File: config.mk
export PLATFORM = sky130hd
export DESIGN_NAME = fetch_unit
export DESIGN_NICKNAME = d
export VERILOG_FILES = /design/src/rtl/cpu_pkg.sv /design/src/rtl/fetch_buffer.sv /design/src/rtl/fetch_unit.sv
export SDC_FILE = /design/constraint.sdc
export NUM_CORES = 1
export LEC_CHECK = 0
export ABC_AREA = 0
export CORE_ASPECT_RATIO = 1.4
export CORE_MARGIN = 2
export CORE_UTILIZATION = 50
export DETAILED_ROUTE_END_ITERATION = 8
export GPL_TIMING_DRIVEN = 0
export PLACE_DENSITY = 0.78
export SLEW_MARGIN = 20
export SYNTH_ARGS = -nofsm -noshare
export SYNTH_HDL_FRONTEND = slang
export SYNTH_SLANG_ARGS = --single-unit
File: constraint.sdc
create_clock -name clk -period 4.92 [get_ports clk]
set_clock_uncertainty 0.1 [all_clocks]
set_input_delay 0.492 -clock clk [delete_from_list [all_inputs] [get_ports clk]]
set_output_delay 0.492 -clock clk [all_outputs]
set_load 0.05 [all_outputs]
File: src/rtl/cpu_pkg.sv
// cpu_pkg: shared constants and state encoding for the front end.
//   XLEN               default datapath / PC width
//   NOP_INSTR          canonical NOP (addi x0,x0,0) shown when nothing is held
//   RESET_PC_DEFAULT   default first fetch address after reset
//   fetch_state_e      fetch FSM states
package cpu_pkg;

    localparam int          XLEN             = 32;
    localparam logic [31:0] NOP_INSTR        = 32'h0000_0013;
    localparam logic [31:0] RESET_PC_DEFAULT = 32'h0000_0000;

    typedef enum logic {
        S_BOOT = 1'b0,
        S_RUN  = 1'b1
    } fetch_state_e;

endpackage

File: src/rtl/fetch_buffer.sv
// fetch_buffer: 2-entry FIFO of {pc, instr} between the instruction memory
// response and the decoder.
//   clk, rst            clock and synchronous active-high reset
//   flush               drop all entries (wins over push)
//   push, push_pc/instr write one entry at the tail
//   pop                 remove the head entry
//   head_pc/head_instr  current head entry (undefined contents when empty)
//   occ, empty          number of held entries, and occ == 0
module fetch_buffer #(
    parameter int PC_W = 32
) (
    input  logic            clk,
    input  logic            rst,
    input  logic            flush,
    input  logic            push,
    input  logic [PC_W-1:0] push_pc,
    input  logic [31:0]     push_instr,
    input  logic            pop,
    output logic [PC_W-1:0] head_pc,
    output logic [31:0]     head_instr,
    output logic [1:0]      occ,
    output logic            empty
);

    logic [PC_W-1:0] pc_mem_q    [2];
    logic [PC_W-1:0] pc_mem_d    [2];
    logic [31:0]     instr_mem_q [2];
    logic [31:0]     instr_mem_d [2];
    logic            rd_ptr_q, rd_ptr_d;
    logic            wr_ptr_q, wr_ptr_d;
    logic [1:0]      occ_q, occ_d;
    logic            do_push;
    logic            do_pop;

    always_comb begin
        pc_mem_d    = pc_mem_q;
        instr_mem_d = instr_mem_q;
        rd_ptr_d    = rd_ptr_q;
        wr_ptr_d    = wr_ptr_q;
        occ_d       = occ_q;
        // Guards keep the pointers coherent even if a caller misbehaves;
        // a push into a full buffer is only legal alongside a pop.
        do_pop      = pop && (occ_q != 2'd0);
        do_push     = push && ((occ_q != 2'd2) || do_pop);
        if (flush) begin
            rd_ptr_d = 1'b0;
            wr_ptr_d = 1'b0;
            occ_d    = 2'd0;
        end else begin
            if (do_push) begin
                pc_mem_d[wr_ptr_q]    = push_pc;
                instr_mem_d[wr_ptr_q] = push_instr;
                wr_ptr_d              = ~wr_ptr_q;
            end
            if (do_pop) begin
                rd_ptr_d = ~rd_ptr_q;
            end
            occ_d = occ_q + {1'b0, do_push} - {1'b0, do_pop};
        end
    end

    always_ff @(posedge clk) begin
        if (rst) begin
            pc_mem_q[0]    <= '0;
            pc_mem_q[1]    <= '0;
            instr_mem_q[0] <= '0;
            instr_mem_q[1] <= '0;
            rd_ptr_q       <= 1'b0;
            wr_ptr_q       <= 1'b0;
            occ_q          <= 2'd0;
        end else begin
            pc_mem_q    <= pc_mem_d;
            instr_mem_q <= instr_mem_d;
            rd_ptr_q    <= rd_ptr_d;
            wr_ptr_q    <= wr_ptr_d;
            occ_q       <= occ_d;
        end
    end

    assign head_pc    = pc_mem_q[rd_ptr_q];
    assign head_instr = instr_mem_q[rd_ptr_q];
    assign occ        = occ_q;
    assign empty      = (occ_q == 2'd0);

endmodule

File: src/rtl/fetch_unit.sv
// fetch_unit: instruction fetch stage feeding the decoder.
//   clk, rst                     clock, synchronous active-high reset
//   imem_en, imem_addr           word read request (data returns next cycle)
//   imem_rdata                   read data from instruction memory
//   redirect_valid, redirect_pc  one-cycle resteer from execute
//   instr_valid, instr, instr_pc word presented to decode
//   instr_ready                  decoder accepts the presented word
module fetch_unit #(
    parameter int              XLEN     = cpu_pkg::XLEN,
    parameter logic [XLEN-1:0] RESET_PC = cpu_pkg::RESET_PC_DEFAULT
) (
    input  logic            clk,
    input  logic            rst,
    output logic            imem_en,
    output logic [XLEN-1:0] imem_addr,
    input  logic [31:0]     imem_rdata,
    input  logic            redirect_valid,
    input  logic [XLEN-1:0] redirect_pc,
    output logic            instr_valid,
    output logic [31:0]     instr,
    output logic [XLEN-1:0] instr_pc,
    input  logic            instr_ready
);

    import cpu_pkg::*;

    fetch_state_e    state_q, state_d;
    logic [XLEN-1:0] pc_q, pc_d;
    logic [XLEN-1:0] rsp_pc_q, rsp_pc_d;
    logic            epoch_q, epoch_d;
    logic            tag_q, tag_d;
    logic            inflight_q, inflight_d;

    logic            buf_flush;
    logic            buf_push;
    logic            buf_pop;
    logic [XLEN-1:0] head_pc;
    logic [31:0]     head_instr;
    logic [1:0]      buf_occ;
    logic            buf_empty;
    logic            credit_ok;

    assign instr_valid = !buf_empty;
    assign buf_pop     = instr_valid && instr_ready;

    // A slot is free if held + returning words, less the one leaving now,
    // stays below the buffer depth; written as a sum to avoid underflow.
    assign credit_ok = ({1'b0, buf_occ} + {2'b00, inflight_q})
                       < (3'd2 + {2'b00, buf_pop});

    always_comb begin
        state_d    = state_q;
        pc_d       = pc_q;
        rsp_pc_d   = rsp_pc_q;
        epoch_d    = epoch_q;
        tag_d      = tag_q;
        inflight_d = 1'b0;
        imem_en    = 1'b0;
        buf_flush  = 1'b0;

        case (state_q)
            S_BOOT: begin
                state_d = S_RUN;
            end
            S_RUN: begin
                if (!redirect_valid && credit_ok) begin
                    imem_en    = 1'b1;
                    pc_d       = pc_q + XLEN'(4);
                    rsp_pc_d   = pc_q;
                    tag_d      = epoch_q;
                    inflight_d = 1'b1;
                end
            end
            default: begin
                state_d = S_BOOT;
            end
        endcase

        // Toggling the epoch marks whatever is still returning as stale.
        if (redirect_valid) begin
            buf_flush = 1'b1;
            epoch_d   = ~epoch_q;
            pc_d      = {redirect_pc[XLEN-1:2], 2'b00};
        end
    end

    assign buf_push  = inflight_q && (tag_q == epoch_q) && !redirect_valid;
    assign imem_addr = pc_q;

    always_ff @(posedge clk) begin
        if (rst) begin
            state_q    <= S_BOOT;
            pc_q       <= RESET_PC;
            rsp_pc_q   <= '0;
            epoch_q    <= 1'b0;
            tag_q      <= 1'b0;
            inflight_q <= 1'b0;
        end else begin
            state_q    <= state_d;
            pc_q       <= pc_d;
            rsp_pc_q   <= rsp_pc_d;
            epoch_q    <= epoch_d;
            tag_q      <= tag_d;
            inflight_q <= inflight_d;
        end
    end

    fetch_buffer #(
        .PC_W (XLEN)
    ) u_buffer (
        .clk        (clk),
        .rst        (rst),
        .flush      (buf_flush),
        .push       (buf_push),
        .push_pc    (rsp_pc_q),
        .push_instr (imem_rdata),
        .pop        (buf_pop),
        .head_pc    (head_pc),
        .head_instr (head_instr),
        .occ        (buf_occ),
        .empty      (buf_empty)
    );

    // Decode sees a NOP at address 0 whenever nothing is held.
    assign instr    = buf_empty ? NOP_INSTR : head_instr;
    assign instr_pc = buf_empty ? '0 : head_pc;

endmodule

## Word level (Yosys, flattened, before mapping)

Index checks and enable logic that the tools add are counted.

- Flip-flop bits (word level): 200
- Input bits: 68
- Word-level logic and storage cells: 69

- $add $sub $neg: 5
- $lt $le $gt $ge: 4
- Equal/unequal tests: 2
- Multiplexer cells: 19
- Bitwise gates (word level): 6
- Reductions and logical operators: 19

Operators by type and width:

| kind | count |
|---|---|
| 32-bit two-way mux | 12 |
| 64-bit bitwise mux | 2 |
| 32-bit by 3-bit adder with 32-bit output (second input constant) | 1 |
| 32-bit demux with 1-bit select | 1 |
| 1-bit logical AND | 7 |
| 2-bit AND reduction | 3 |
| 2-bit nonzero test | 3 |
| 2-bit greater-or-equal comparator (second input constant) | 2 |
| 1-bit two-way mux | 4 |
| 1-bit NOT | 4 |
| 1-bit NOT with 2-bit output | 2 |
| 2-bit OR reduction | 2 |
| 2-bit by 1-bit adder with 3-bit output | 1 |
| 2-bit by 1-bit adder with 3-bit output (first input constant) | 1 |
| 3-bit less-than comparator | 1 |
| 2-bit by 1-bit adder with 2-bit output | 1 |
| 1-bit zero test | 2 |
| 2-bit zero test | 1 |
| 2-bit by 1-bit less-than comparator with 1-bit output (second input constant) | 1 |
| 2-bit != test (second input constant) | 1 |
| 2-bit by 1-bit subtractor with 2-bit output | 1 |
| 1-bit == test | 1 |
| 1-bit logical OR | 1 |

## Logic depth before layout (Yosys ltp)

- Depth after elaboration: 9
- Mapped depth: 8
- Gate-level depth less buffers: 7

## Modules after synthesis

Synthesis repeated with hierarchy kept, for this count alone.

- Cells, all modules: 1053
- Area, all modules: 9998.3 µm²

By module, submodules not included:

| module | times used | cells an instance | area an instance (µm²) | sequential area each (µm²) |
|---|---|---|---|---|
| fetch_buffer | 1 | 580 | 6246.0 | 2642.5 |
| fetch_unit | 1 | 473 | 3752.3 | 1281.2 |

## Least setup slack after synthesis

OpenSTA, ideal clock, no wires.

- Path type: flip-flop to output port
- Start point: reg u_buffer.occ_q[0], in the netlist u_buffer.occ[0]
- End point: out imem_en
- Data arrival time: 1.945 ns
- Data required time: 4.328 ns
- Path slack: 2.383 ns
- Cell stages (with the launch flop): 7
- Buffers on the path: 1
- Path through: dfxtp_1 ha_1 ha_1 o21ai_1 nand3_1 inv_1 clkbuf_1

- Cells in the longest elaborated chain, start to end: 8
- Elaborated cells between the ends (all ways): 9

RTL lines:

| element | RTL line | source |
|---|---|---|
| from (decl) | fetch_buffer.sv:31 | `logic [1:0] occ_q, occ_d;` |
| from (signal assigned) | fetch_buffer.sv:70 | `occ_q <= 2'd0;` |
| from (signal assigned) | fetch_buffer.sv:76 | `occ_q <= occ_d;` |
| 2-bit zero test | fetch_buffer.sv:83 | `assign empty = (occ_q == 2'd0);` |
| 1-bit zero test | fetch_unit.sv:43 | `assign instr_valid = !buf_empty;` |
| 1-bit logical AND | fetch_unit.sv:44 | `assign buf_pop = instr_valid && instr_ready;` |
| 2-bit by 1-bit adder with 3-bit output | fetch_unit.sv:49 | `< (3'd2 + {2'b00, buf_pop});` |
| 3-bit less-than comparator (*) | fetch_unit.sv:49 |  |
| 1-bit logical AND (*) | fetch_unit.sv:66 | `if (!redirect_valid && credit_ok) begin` |
| 1-bit two-way mux (*) | fetch_unit.sv:66 |  |
| 1-bit two-way mux (*) | fetch_unit.sv:61 | `case (state_q)` |
| to (decl) | fetch_unit.sv:14 | `output logic imem_en,` |

Every way passes the cells marked *; elsewhere a longest branch is shown, timed or not.

## Worst setup path in the final report

Ends and elaborated chain as after synthesis.

==> flow_metrics.tcl <==
set metrics [dict create \
    status "finished clean" \
    fin_tns_setup_ps 0 \
    period_needed_ps 3965 \
    whs_ps 352.6 \
    worstMarginPinSlew_ps 866.9 \
    grt-ovfl-total 0 \
    portBuffers 158 \
    drtPass1Iterations 5 \
    setup_violations 0 \
    antenna_found_initial 0 \
    clk_path_buf_depth 2 \
    rsz0062_at_grt "no" \
    ir_drop_mv 0.2002 \
    power_density_nw_per_um2 310.3 \
    power.leakage_nw 3.409 \
    rows 55 \
    placed_cell_area_um2 10200 \
    drive_gt1_frac 0.04702 \
    finalCritPeriodShare 0.8060 \
    wl_per_cell_um 16.16 \
    root_buffer "clkbuf_16" \
    dpl_worst_slack_ps 1069 \
    endpoint_kind "output pin" \
    antenna_cells 0 \
    synth_edf_count 0 \
    synth_async_sr_flop_share 0 \
    crit_required_ps 4330 \
    core_um2 16240 \
    synth_ff_type "dfxtp_1" \
    grt_usage 0.2616 \
    die_area_um2 17790 \
    grt_pass1_vias 7648 \
    ioPinCount 166 \
    vias 8129 \
    clk_pin_slew_ps 70 \
    netlist_area_um2 8363 \
    yosysSeqAreaShare 0.4596 \
    wl_mm 23.84 \
    hold_class "reg2reg" \
    final_hold_viol_count 0 \
    cp-start-kind "register" \
    fin_area_um2 10810 \
    worstSkewPairLatency_ps 430 \
    cts_tree "built" \
    most-common-layout-cells "nand2_1, dfxtp_1, a21oi_1, clkdlybuf4s50_1, nor2_1" \
    syn_to_final_growth_pct 29.25 \
    worst_slack_ps 954.6 \
    avgSynthCellArea_um2 7.722 \
    ys_warn_count 0 \
    fin_util 0.6656 \
    crit_arrival_ps 3370 \
    gp_congestion 0.9589 \
    cts.htree.levels 4 \
    critPathMaxFanout 10 \
    slew_violations 0 \
    die_height_um 157.0 \
    power.total_mw 3.354 \
    synth_area_leaders "dfxtp_1, nand2_1, a21oi_1, mux2i_1, nor2_1" \
    cts.sinks 192 \
    final_common_cell "nand2_1" \
    synth.distinct_cells 49 \
    drc 0 \
    post-synth-top-area-fraction 0.4596 \
    fmax_mhz 252.2 \
    hpwl_mm 17.10 \
    yosysTopAreaCell "dfxtp_1" \
    synth-seq-cells 192 \
    cap_violations 0 \
    stdcell_count 1475 \
    post_cts_resized 0 \
    grt_pass1_wl_mm 37.37 \
    grt_start_max_net_pins 20 \
    place_inst 1443 \
    avgViaCountPerCell 5.511 \
    drtIter0Drc 640 \
    postSynthCellCount 1083 \
    numCtsBuffers 17 \
    slew_headroom 0.4199 \
    cts_setup_buffers 0 \
    initial_core_util 0.5149 \
    ant_nets 0 \
    hold_buffers 0 \
    die_w_um 113.3 \
    crit_type "reg2out" \
    nNetsFinal 1335 \
]
-- cell usage after synthesis (5+ instances only) --
library cell  instances
xor2_1                7
nor4_1               14
clkbuf_1             54
nor2b_1               5
mux2i_1              66
and2_1                7
o21ai_0               8
nand2_1             329
nand4_1              11
a21oi_1             158
xnor2_1              12
nand3_1              13
and3_1                6
buf_2                18
or3_1                 5
dfxtp_1             192
a211oi_1             12
nor3_1                7
buf_1                 9
and4_1                6
inv_1                13
nor2_1               86
-- kinds of logic (layout without fill, tap and decap cells) --
family / after synthesis / count (layout) / synth area share
AO/OA/AOI/OAI: 200 / 200 / 0.1336
other: 1 / 4 / 0.0004484
AND/OR/NAND/NOR: 502 / 502 / 0.2525
flip-flops: 192 / 192 / 0.4596
XOR/XNOR: 19 / 19 / 0.01990
buffers and inverters: 99 / 289 / 0.04892
adder cells (fa/ha/maj): 4 / 4 / 0.005985
multiplexers: 66 / 66 / 0.07899
-- final cells by class --
cell class	count	area [µm²]
inverters	14	52.55
repair buffers	158	1582
fillers	1415	5431
clock buffers	18	439.2
plain buffers	85	356.6
well taps	199	249.0
clock inverters	14	165.2
multi-input cells	795	4121
flip-flops and latches	192	3844
-- where the power goes --
group          internal (mW)  leakage [nW]  switching, mW
registers               1.59          1.56         0.0433
clock network          0.744         0.296          0.659
logic                  0.123          1.56          0.198
-- sequential cells by signal, summed over array words and instances (netlist names) --
name and flops:
u_buffer.instr_mem_q 64, u_buffer.pc_mem_q 60, imem_addr 30, rsp_pc_q 30, u_buffer.occ 2, epoch_q 1, inflight_q 1, state_q 1
tag_q 1, u_buffer.rd_ptr_q 1, u_buffer.wr_ptr_q 1
-- critical path: stages (launching register included) --
cell and delay [ps]:
dfxtp_1 350, ha_1 200, ha_1 300, o21ai_1 250, nand3_1 330, inv_1 270
clkbuf_1 340, clkdlybuf4s50_1 900
-- metal layers --
layer | wire [µm] | vias up | GRT usage
met1 | 9561 | 3751 | 0.3054
met5 | 0 | - | 0
met2 | 11860 | 338 | 0.4616
met4 | 797 | 0 | 0.1138
met3 | 1616 | 64 | 0.05468
li1 | - | 3976 | -
-- final timing paths --
path | depth (start not counted) | end | slack (ps) | startpoint
max | 7 | imem_en | 950 | u_buffer.occ[0]
min | 2 | u_buffer.pc_mem_q[34] | 350 | u_buffer.pc_mem_q[34]
max reg2reg | 7 | imem_addr[14] | 2360 | u_buffer.occ[0]
min reg2reg | 2 | u_buffer.pc_mem_q[34] | 350 | u_buffer.pc_mem_q[34]
Note: power is estimated with default switching activity, not from simulation.
